### src/rtl/chunked_add_sub_if.sv
// Operation request / result bundle for the chunked adder-subtractor.
// The controller drives start/sub/a/b; the arithmetic unit returns status and result.
interface chunked_add_sub_if #(
    parameter int WIDTH = 8
);
    logic             start;
    logic             sub;
    logic [WIDTH-1:0] a;
    logic [WIDTH-1:0] b;
    logic             busy;
    logic             done;
    logic [WIDTH-1:0] sum;
    logic             cout;
    logic             ovf;
    logic             zero;

    modport master (
        output start, sub, a, b,
        input  busy, done, sum, cout, ovf, zero
    );

    modport slave (
        input  start, sub, a, b,
        output busy, done, sum, cout, ovf, zero
    );
endinterface

### src/rtl/chunked_add_sub.sv
// Multi-cycle adder/subtractor: CHUNK bits per clock with a registered carry.
// Result and flags are loaded into output registers only on the final chunk.
module chunked_add_sub #(
    parameter int WIDTH = 8,
    parameter int CHUNK = 1
) (
    input logic              clk,
    input logic              reset,
    chunked_add_sub_if.slave bus
);
    localparam int N  = WIDTH / CHUNK;
    localparam int CW = (N > 1) ? $clog2(N) : 1;

    typedef enum logic [1:0] {IDLE, RUN, DONE} state_t;

    state_t               state;
    state_t               state_nx;
    logic [WIDTH-1:0]     opa;
    logic [WIDTH-1:0]     opb;
    logic [WIDTH-1:0]     acc;
    logic [WIDTH-1:0]     sum_q;
    logic                 carry;
    logic                 cout_q;
    logic                 ovf_q;
    logic                 zero_q;
    logic [CW-1:0]        cnt;
    logic [CHUNK:0]       csum;
    logic                 cin_msb;
    logic [WIDTH+CHUNK-1:0] acc_ext;
    logic [WIDTH-1:0]     acc_nx;
    logic                 last;
    logic                 accept;

    always_comb begin
        csum    = {1'b0, opa[CHUNK-1:0]} + {1'b0, opb[CHUNK-1:0]} + {{CHUNK{1'b0}}, carry};
        // Carry into the chunk's top bit recovered from its sum bit and operands.
        cin_msb = csum[CHUNK-1] ^ opa[CHUNK-1] ^ opb[CHUNK-1];
        acc_ext = {csum[CHUNK-1:0], acc};
        acc_nx  = acc_ext[WIDTH+CHUNK-1:CHUNK];
        last    = (cnt == CW'(N - 1));
        accept  = (state != RUN) && bus.start;
    end

    always_ff @(posedge clk) begin
        if (reset) begin
            state <= IDLE;
        end else begin
            state <= state_nx;
        end
    end

    always_comb begin
        state_nx = state;
        case (state)
            IDLE:    if (bus.start) state_nx = RUN;
            RUN:     if (last) state_nx = DONE;
            DONE:    state_nx = bus.start ? RUN : IDLE;
            default: state_nx = IDLE;
        endcase
    end

    always_ff @(posedge clk) begin
        if (reset) begin
            opa    <= '0;
            opb    <= '0;
            acc    <= '0;
            carry  <= 1'b0;
            cnt    <= '0;
            sum_q  <= '0;
            cout_q <= 1'b0;
            ovf_q  <= 1'b0;
            zero_q <= 1'b0;
        end else if (accept) begin
            opa   <= bus.a;
            opb   <= bus.sub ? ~bus.b : bus.b;
            carry <= bus.sub;
            cnt   <= '0;
        end else if (state == RUN) begin
            opa   <= opa >> CHUNK;
            opb   <= opb >> CHUNK;
            acc   <= acc_nx;
            carry <= csum[CHUNK];
            cnt   <= cnt + CW'(1);
            if (last) begin
                sum_q  <= acc_nx;
                cout_q <= csum[CHUNK];
                ovf_q  <= cin_msb ^ csum[CHUNK];
                zero_q <= (acc_nx == '0);
            end
        end
    end

    assign bus.busy = (state == RUN);
    assign bus.done = (state == DONE);
    assign bus.sum  = sum_q;
    assign bus.cout = cout_q;
    assign bus.ovf  = ovf_q;
    assign bus.zero = zero_q;
endmodule
### src/flat_wrapper.sv
// flat-port wrapper written by rule: the top's interface ports become plain ports
module chunked_add_sub_flat 
#(
    parameter int WIDTH = 8,
    parameter int CHUNK = 1
)
  (clk, reset, bus_start, bus_sub, bus_a, bus_b, bus_busy, bus_done, bus_sum, bus_cout, bus_ovf, bus_zero);
  chunked_add_sub_if #(.WIDTH(WIDTH)) bus_i ();
  input logic clk;
  input logic reset;
  input wire logic [$bits(bus_i.start)-1:0] bus_start;
  input wire logic [$bits(bus_i.sub)-1:0] bus_sub;
  input wire logic [$bits(bus_i.a)-1:0] bus_a;
  input wire logic [$bits(bus_i.b)-1:0] bus_b;
  output wire logic [$bits(bus_i.busy)-1:0] bus_busy;
  output wire logic [$bits(bus_i.done)-1:0] bus_done;
  output wire logic [$bits(bus_i.sum)-1:0] bus_sum;
  output wire logic [$bits(bus_i.cout)-1:0] bus_cout;
  output wire logic [$bits(bus_i.ovf)-1:0] bus_ovf;
  output wire logic [$bits(bus_i.zero)-1:0] bus_zero;
  assign bus_i.start = bus_start;
  assign bus_i.sub = bus_sub;
  assign bus_i.a = bus_a;
  assign bus_i.b = bus_b;
  assign bus_busy = bus_i.busy;
  assign bus_done = bus_i.done;
  assign bus_sum = bus_i.sum;
  assign bus_cout = bus_i.cout;
  assign bus_ovf = bus_i.ovf;
  assign bus_zero = bus_i.zero;
  chunked_add_sub #(.WIDTH(WIDTH), .CHUNK(CHUNK)) u_core (.clk(clk), .reset(reset), .bus(bus_i));
endmodule
### config.mk
export PLATFORM = sky130hd
export DESIGN_NAME = chunked_add_sub_flat
export DESIGN_NICKNAME = d
export VERILOG_FILES = /design/src/rtl/chunked_add_sub_if.sv /design/src/rtl/chunked_add_sub.sv /design/src/flat_wrapper.sv
export SDC_FILE = /design/constraint.sdc
export NUM_CORES = 1
export LEC_CHECK = 0
export ABC_AREA = 1
export CORE_MARGIN = 2
export CORE_UTILIZATION = 35
export CTS_CLUSTER_SIZE = 28
export DETAILED_ROUTE_END_ITERATION = 10
export MAX_ROUTING_LAYER = met4
export REMOVE_ABC_BUFFERS = 1
export SYNTH_ARGS = -nofsm -noshare
export SYNTH_HDL_FRONTEND = slang
export SYNTH_SLANG_ARGS = --single-unit
### constraint.sdc
create_clock -name clk -period 1.83 [get_ports clk]
set_input_delay 0.183 -clock clk [delete_from_list [all_inputs] [get_ports clk]]
set_output_delay 0.183 -clock clk [all_outputs]
set_load 0.02 [all_outputs]
Yosys cells after proc, flatten, opt, wreduce, memory -nomap -nowiden
Cells that the tools add are included.

Equal/unequal tests: 6. Mux-type cells: 11. Bitwise operators: 5. Add/sub/neg operators: 3. Reductions and logical operators: 8.

Operators with widths (count): two-way mux 8 bit (5); zero test 8 bit (1); inverter 8 bit (1); one-hot mux 2 bit (3 select lines) (1); two-way mux 2 bit (2); != test 2 x 1 -> 1 bit (second input constant) (2); AND reduction 2 bit (2); adder 3 x 1 -> 3 bit (second input constant) (1); equality test 3 bit (second input constant) (1); two-way mux 1 bit (3); AND reduction 3 bit (1); XOR 1 bit (3); adder 1 x 1 -> 2 bit (1); adder 2 x 1 -> 2 bit (1); equality test 2 x 1 -> 1 bit (second input constant) (1); equality test 2 bit (second input constant) (1); zero test 2 bit (1); != test 2 bit (second input constant) (1); nonzero test 2 bit (1); OR reduction 2 bit (1); logical AND 1 bit (1); inverter 1 bit (1).

Logic and storage cells: 43. Flip-flop bits (word level): 41.

Longest topological paths before layout
Word-level depth: 5. Depth in mapped cells: 8.

Worst setup path after synthesis
Ideal clock, no wire load.

Path type: reg2reg. From: reg u_core.carry. To: reg u_core.ovf_q, in the netlist u_core.bus.ovf. Arrival: 1235 ps. Path slack: 486 ps. Stages on the path, launching flop included: 9. Required time: 1721 ps. Setup time: 109 ps. Period minus slack after synthesis: 1344 ps. Cells stage by stage: dfxtp_1 fa_1 inv_1 nand2_1 nand2_1 nand2_1 nand3_1 nand2_1 inv_1.

Longest elaborated chain between the ends: 4.

Ends and longest elaborated chain: start, declared (RTL line chunked_add_sub.sv:22) `logic carry;`; start signal, assigned (RTL line chunked_add_sub.sv:76) `carry <= bus.sub;`; start signal, assigned (RTL line chunked_add_sub.sv:82) `carry <= csum[CHUNK];`; adder 2 x 1 -> 2 bit (RTL line chunked_add_sub.sv:35) `csum = {1'b0, opa[CHUNK-1:0]} + {1'b0, opb[CHUNK-1:0]} + {{CHUNK{1'b0}}, carry};`; via u_core.csum[0] (RTL line chunked_add_sub.sv:27) `logic [CHUNK:0] csum;`; XOR 1 bit (2 in a row) (RTL line chunked_add_sub.sv:37) `cin_msb = csum[CHUNK-1] ^ opa[CHUNK-1] ^ opb[CHUNK-1];`; XOR 1 bit (RTL line chunked_add_sub.sv:87) `ovf_q <= cin_msb ^ csum[CHUNK];`; end signal, assigned (RTL line chunked_add_sub.sv:87); end, declared (RTL line chunked_add_sub.sv:24) `logic ovf_q;`.

The timed path passes the listed nets, and every way through them passes these cells. A chain may end at the register's enable or synchronous reset.

Worst setup path in the final report
From: reg u_core.state[1]. To: out bus_busy.

Longest elaborated chain between the ends: 1.

Ends and longest elaborated chain: start, declared (RTL line chunked_add_sub.sv:16) `state_t state;`; start signal, assigned (RTL line chunked_add_sub.sv:48) `state <= state_nx;`; equality test 2 x 1 -> 1 bit (RTL line chunked_add_sub.sv:93) `assign bus.busy = (state == RUN);`; end, declared (RTL line flat_wrapper.sv:15) `output wire logic [$bits(bus_i.busy)-1:0] bus_busy;`.

Every way passes these cells.

==> out/qor.txt <==
status: completed
Synth Area per Inst: 7.09 sq um
Clock Tree Root: clkbuf_8
min cycle time layout: 1.71 ns
Slew Viols, Final: 0
Starting Density: 0.361
CP Max Fanout: 14
First-pass DRT Iterations: 4
final WL: 3780 um
die height: 76.6 um
Worst-path clk slew: 0.07 ns
Sink Count: 40
worst hold path type: input port to flip-flop
top cells by area in the synthesized netlist: dfxtp_1 (43%), nand2_1 (13%), nand3_1 (9.8%)
first-pass GRT wire length: 6610 um
FF-to-FF path depth: 8
share of async-settable or async-resettable flops after synthesis: 0
Initial DRC Count: 65
Worst Tran Pin Value: 0.611 ns
most numerous cell in the Yosys netlist: nand2_1
TritonCTS clock tree: yes
H-tree depth: 2
Worst Hold Path EP: u_core.opa[7]
post-CTS setup buffers: 0
CP Capture Type: output port
HP Start: bus_a[7]
Vias: 1659
hpwl dp: 2540 um
fillers: 551
initial antenna violation count: 0
core area: 5110 sq um
Setup Crit Path Kind: flip-flop to output port
prevailing post-synth register cell: dfxtp_1
#FFs+latches synth: 40
routed len/inst: 10.4 um
Yosys top cell area share: 0.434
ant diodes: 0
gr ovfl total: 0
most common library cells after synthesis: nand2_1 (66), nor2_1 (42), dfxtp_1 (40)
TNS Setup: 0 ns
Min-Delay Path Depth: 3
Reg area: 801 sq um
Die Width: 76.6 um
fraction of layout cells with a size suffix above 1: 0.0646
# port buffers: 32
r2r startpoint: u_core.opb[0]
Logic pwr share: 0.152
Clock power frac: 0.330
Synth area leader: dfxtp_1
clock skew: 0.00661 ns
sw frac: 0.263
P_sw: 0.480 mW
R2R Path End: u_core.bus.ovf
f_max: 0.583 GHz
final hold vios: 0
Pleak: 1.02 nW
fin crit share: 0.937
area grow syn2layout: 25.4%
post-synthesis cell type count: 21
# IOs: 33
register area share after synthesis: 0.434
placed insts: 356
post-route ant nets: 0
latest clock arrival within the worst-skew pair: 0.29 ns
CTS Hold Buffers Added: 0
Sequential Power Share: 0.518
die area: 5870 sq um
Worst Path Arrival: 1.53 ns
CP Launch Type: flip-flop
Rel. slew slack: 0.592
CTS Buffer Depth: 2
num rows: 26
RSZ-0062 raised after global routing: false
Int Power: 1.34 mW
Avg Vias per Cell: 4.56
internal reg-to-reg setup slack: 0.37 ns
Layout Cells excl Fill: 364
Multi-input gate area: 871 sq um
DRC Markers: 0
Final Setup Violations: 0
Post-CTS Resized: 0
Cells after Synth: 260
worst endpoint required time: 1.65 ns
GPL Wtd Cong: 0.727
max-capacitance violation count: 0
Power Density: 789 nW/um^2
Mapped Area: 1840 sq um
EDFF count, synth: 0
yosys warns: 0
VDD IR max: 383 uV
largest net degree at the start of global routing: 27
total track usage: 0.143
number of global-route vias before repair: 1561
TritonCTS buffer count: 5
Final #Nets: 316
## layout by cell type (no fill, tap or decap)
cell type / count
a21oi_1: 13
clkdlybuf4s50_1: 32
dfxtp_1: 40
o21ai_0: 9
inv_1: 21
xnor2_1: 7
buf_4: 7
xor2_1: 2
clkbuf_8: 6
ha_1: 2
nand2_2: 1
nand3_1: 36
a211oi_2: 1
nor2_1: 42
clkbuf_1: 2
o21a_1: 2
nand2_1: 66
inv_4: 1
clkinv_2: 1
nor2_2: 1
fa_1: 1
nand2_4: 1
## sequential cells by signal, summed over array words and instances, names as in the netlist
register,cells
u_core.acc,7
u_core.bus.cout,1
u_core.bus.zero,1
u_core.bus.ovf,1
u_core.cnt,3
u_core.carry,1
u_core.bus.sum,8
u_core.opa,8
u_core.state,2
u_core.opb,8
## routing by layer
metal	up-vias	global-route usage	wire length (um)
met5	-	-	0
met4	0	0.0509	50
met3	7	0.0332	174
met1	736	0.169	1850
met2	39	0.238	1700
li1	877	-	-
## power groups by stage
stage | sequential, mW | clock [mW] | combinational [mW]
after floorplan | 0.957 | 0 | 0.171
after global placement | 0.964 | 0 | 0.273
after detailed placement | 0.964 | 0 | 0.278
after CTS | 0.945 | 0.615 | 0.280
after global routing | 0.950 | 0.643 | 0.317
final | 0.945 | 0.601 | 0.277
## kinds of logic after synthesis
logic type,synth area share
compound gates,0.0746
xor+xnor,0.0427
fa+ha+maj,0.0244
buf+inv,0.0936
flops,0.434
simple gates,0.330
## stage by stage
stage / instance area, sq um / hold slack, ns / total power, mW / util / setup WS [ns]
after CTS: 2310 / 0.448 / 1.84 / 0.453 / 0.0937
final: 2310 / 0.456 / 1.82 / 0.453 / 0.116
after global placement: 2220 / 0.450 / 1.24 / 0.435 / 0.322
after global routing: 2310 / 0.485 / 1.91 / 0.453 / 0.0525
after detailed placement: 2220 / 0.453 / 1.24 / 0.435 / 0.306
after floorplan: 1760 / 0.252 / 1.13 / - / 0.418
## worst max-delay path by stage
stage	slack [ns]	to	cells past startpoint	startpoint
after CTS	0.09	bus_busy	4	u_core.state[1]
final	0.12	bus_busy	4	u_core.state[1]
after floorplan	0.42	u_core.bus.cout	6	u_core.cnt[0]
after global placement	0.32	u_core.bus.sum[2]	4	reset
after detailed placement	0.31	u_core.bus.cout	4	reset
after global routing	0.05	bus_busy	4	u_core.state[1]
## critical path, cell delays in order (launching register included)
cell	delay, ns
dfxtp_1	0.31
inv_1	0.12
nand2_4	0.14
inv_4	0.07
clkdlybuf4s50_1	0.59
## final cells by class
class	instances	area share
Clock buffer	8	0.0390
Inverter	23	0.0390
Tap cell	70	0.0379
Multi-Input combinational cell	184	0.377
Timing Repair Buffer	39	0.161
Sequential cell	40	0.346
No activity file was read; power rests on OpenSTA's default activity.
==> edit: new RTL, same flow settings <==
`WIDTH` is set to 8 in 3 places; all go to 16.
--- a/src/rtl/chunked_add_sub_if.sv
+++ b/src/rtl/chunked_add_sub_if.sv
@@ -3,3 +3,3 @@
 interface chunked_add_sub_if #(
-    parameter int WIDTH = 8
+    parameter int WIDTH = 16
 );
--- a/src/rtl/chunked_add_sub.sv
+++ b/src/rtl/chunked_add_sub.sv
@@ -3,3 +3,3 @@
 module chunked_add_sub #(
-    parameter int WIDTH = 8,
+    parameter int WIDTH = 16,
     parameter int CHUNK = 1
--- a/src/flat_wrapper.sv
+++ b/src/flat_wrapper.sv
@@ -3,3 +3,3 @@
 #(
-    parameter int WIDTH = 8,
+    parameter int WIDTH = 16,
     parameter int CHUNK = 1
Interface: changed (resized bus_a, bus_b and bus_sum); port bits go from 33 to 57. The function was not compared with the original's and may differ.
==> edit against the original RTL <==
Setup slack gained 0.13 ns; clock skew increased by 0.0067 ns; combinational power up 73%; area after synthesis grew 79%; wire length up 85%; count of clock-buffer cells in the layout is 4 higher; total power grew 91%; final area is 79% higher; sequential share of layout area grew 0.71 points; synthesized cell count is 78% higher; sequential cell count grew 33; largest cell class unchanged.
==> edit: results (changes against the original RTL) <==
Status
The run finished with clean final reports.

Final layout
The final standard cell count with taps included and fillers excluded is 627 (+72%). The number of nets in the final layout is 549 (+74%). The number of fill cells came to 927 (+68%). The fraction of layout cells with a size suffix above 1 is 6.78% (+0.32 points).

Placement
The instance area at placement came to 3920 um2 (+77%). The final weighted congestion in routability-driven placement is 0.771 (+6.0%). The number of buffer cells added on primary ports is 56 (+75%). The placed wire-length estimate is 4.74 mm (+87%).

Route
The detailed-router iteration count before antenna repair came to 5 (+1). The via total after detailed routing is 2900 (+75%). The total length of routed wires is 7.00 mm (+85%).

Timing
The maximum frequency from static timing analysis is 0.630 GHz (+8.0%). The post-route clock skew is 0.0133 ns (+0.00666 ns). The worst relative slew slack is 74.2% (+15 points).

Synthesis
By area the synthesized netlist is led by sky130_fd_sc_hd__dfxtp_1 44%, sky130_fd_sc_hd__nand3_1 13%, sky130_fd_sc_hd__nand2_1 11%, sky130_fd_sc_hd__nor2_1 7.6%, sky130_fd_sc_hd__inv_1 4.7%. The number of distinct library cells after synthesis is 27 (+29%). The proportion of synthesized chip area in sequential cells was 44.3% (+0.86 points). The parity-gate share of the synthesized area counting xor and xnor cells is 3.71% (-0.56 points).

The adder and majority cell fraction of the synthesized area is 0.986% (-1.5 points). The synthesized instance count is 462 (+78%). The complex-gate fraction of the synthesized area was 7.66% (+0.19 points).

Global routing
The fraction of met1 tracks used by global routing is 18.8% (+1.9 points). The wire length of the first global-routing pass is 11.9 mm (+80%). The met2 usage is 23.3% (-0.47 points). The routing usage on met3 came to 5.13% (+1.8 points).

CTS
The maximum level of the CTS H-tree is 3 (+1). The insertion delay of the later-clocked pin in the worst-skew pair came to 0.34 ns (+0.05 ns).

Worst setup path
The highest fanout seen on the critical path is 33 (+19). The source of the worst register-to-register timing path is u_core.state[1]. The reg2reg setup slack was 0.24 ns (-0.13 ns). The number of cell instances on the worst register-to-register path came to 7 (-1).

Power
The internal power is 2.59 mW (+93%). The register share of total power came to 49.5% (-2.3 points). The reported leakage power was 1.84 nW (+80%).
==> edit: cell types whose count changed after synthesis, moves of 12 or more <==
cell,delta
sky130_fd_sc_hd__nand3_1,+47
sky130_fd_sc_hd__nor2_1,+25
sky130_fd_sc_hd__dfxtp_1,+33
sky130_fd_sc_hd__o21ai_0,+12
sky130_fd_sc_hd__nand2_1,+27
sky130_fd_sc_hd__inv_1,+20
==> edit: worst max-delay path: stages (launching register included) <==
cell and delay [ns]:
sky130_fd_sc_hd__dfxtp_1 0.39, sky130_fd_sc_hd__inv_1 0.11, sky130_fd_sc_hd__nand2_4 0.32, sky130_fd_sc_hd__nand2_2 0.31, sky130_fd_sc_hd__nand2_1 0.21, sky130_fd_sc_hd__inv_1 0.05, sky130_fd_sc_hd__nand2_1 0.06, sky130_fd_sc_hd__nor2_1 0.03
==> edit: kinds of logic after synthesis <==
family | count (synthesis)
AOI/OAI and AO/OA | 50
xor gates and xnor gates | 14
adders and majority gates | 2
buffers and inverters | 72
DFF | 73
and+or+nand+nor | 251
==> edit: worst min-delay path by stage <==
stage,end,cells past startpoint,slack (ns),from
2_1_floorplan,u_core.opa[15],1,0.25,reset
3_3_place_gp,u_core.opb[15],2,0.46,u_core.opb[15]
3_5_place_dp,u_core.opb[15],2,0.45,u_core.opb[15]
4_1_cts,u_core.opa[15],3,0.38,bus_a[15]
5_1_grt,u_core.opa[15],3,0.41,bus_a[15]
6_report,u_core.opa[15],3,0.40,bus_a[15]
==> edit: layout make-up <==
cell class	count	area [um2]	share of cell area, %
multi-input combinational	317	1500	36.4
sequential	73	1460	35.3
timing repair buffer	67	661	16.0
clock inverter	4	51.3	1.24
tap	111	139	3.36
clock buffer	12	155	3.75
inverter	43	164	3.96
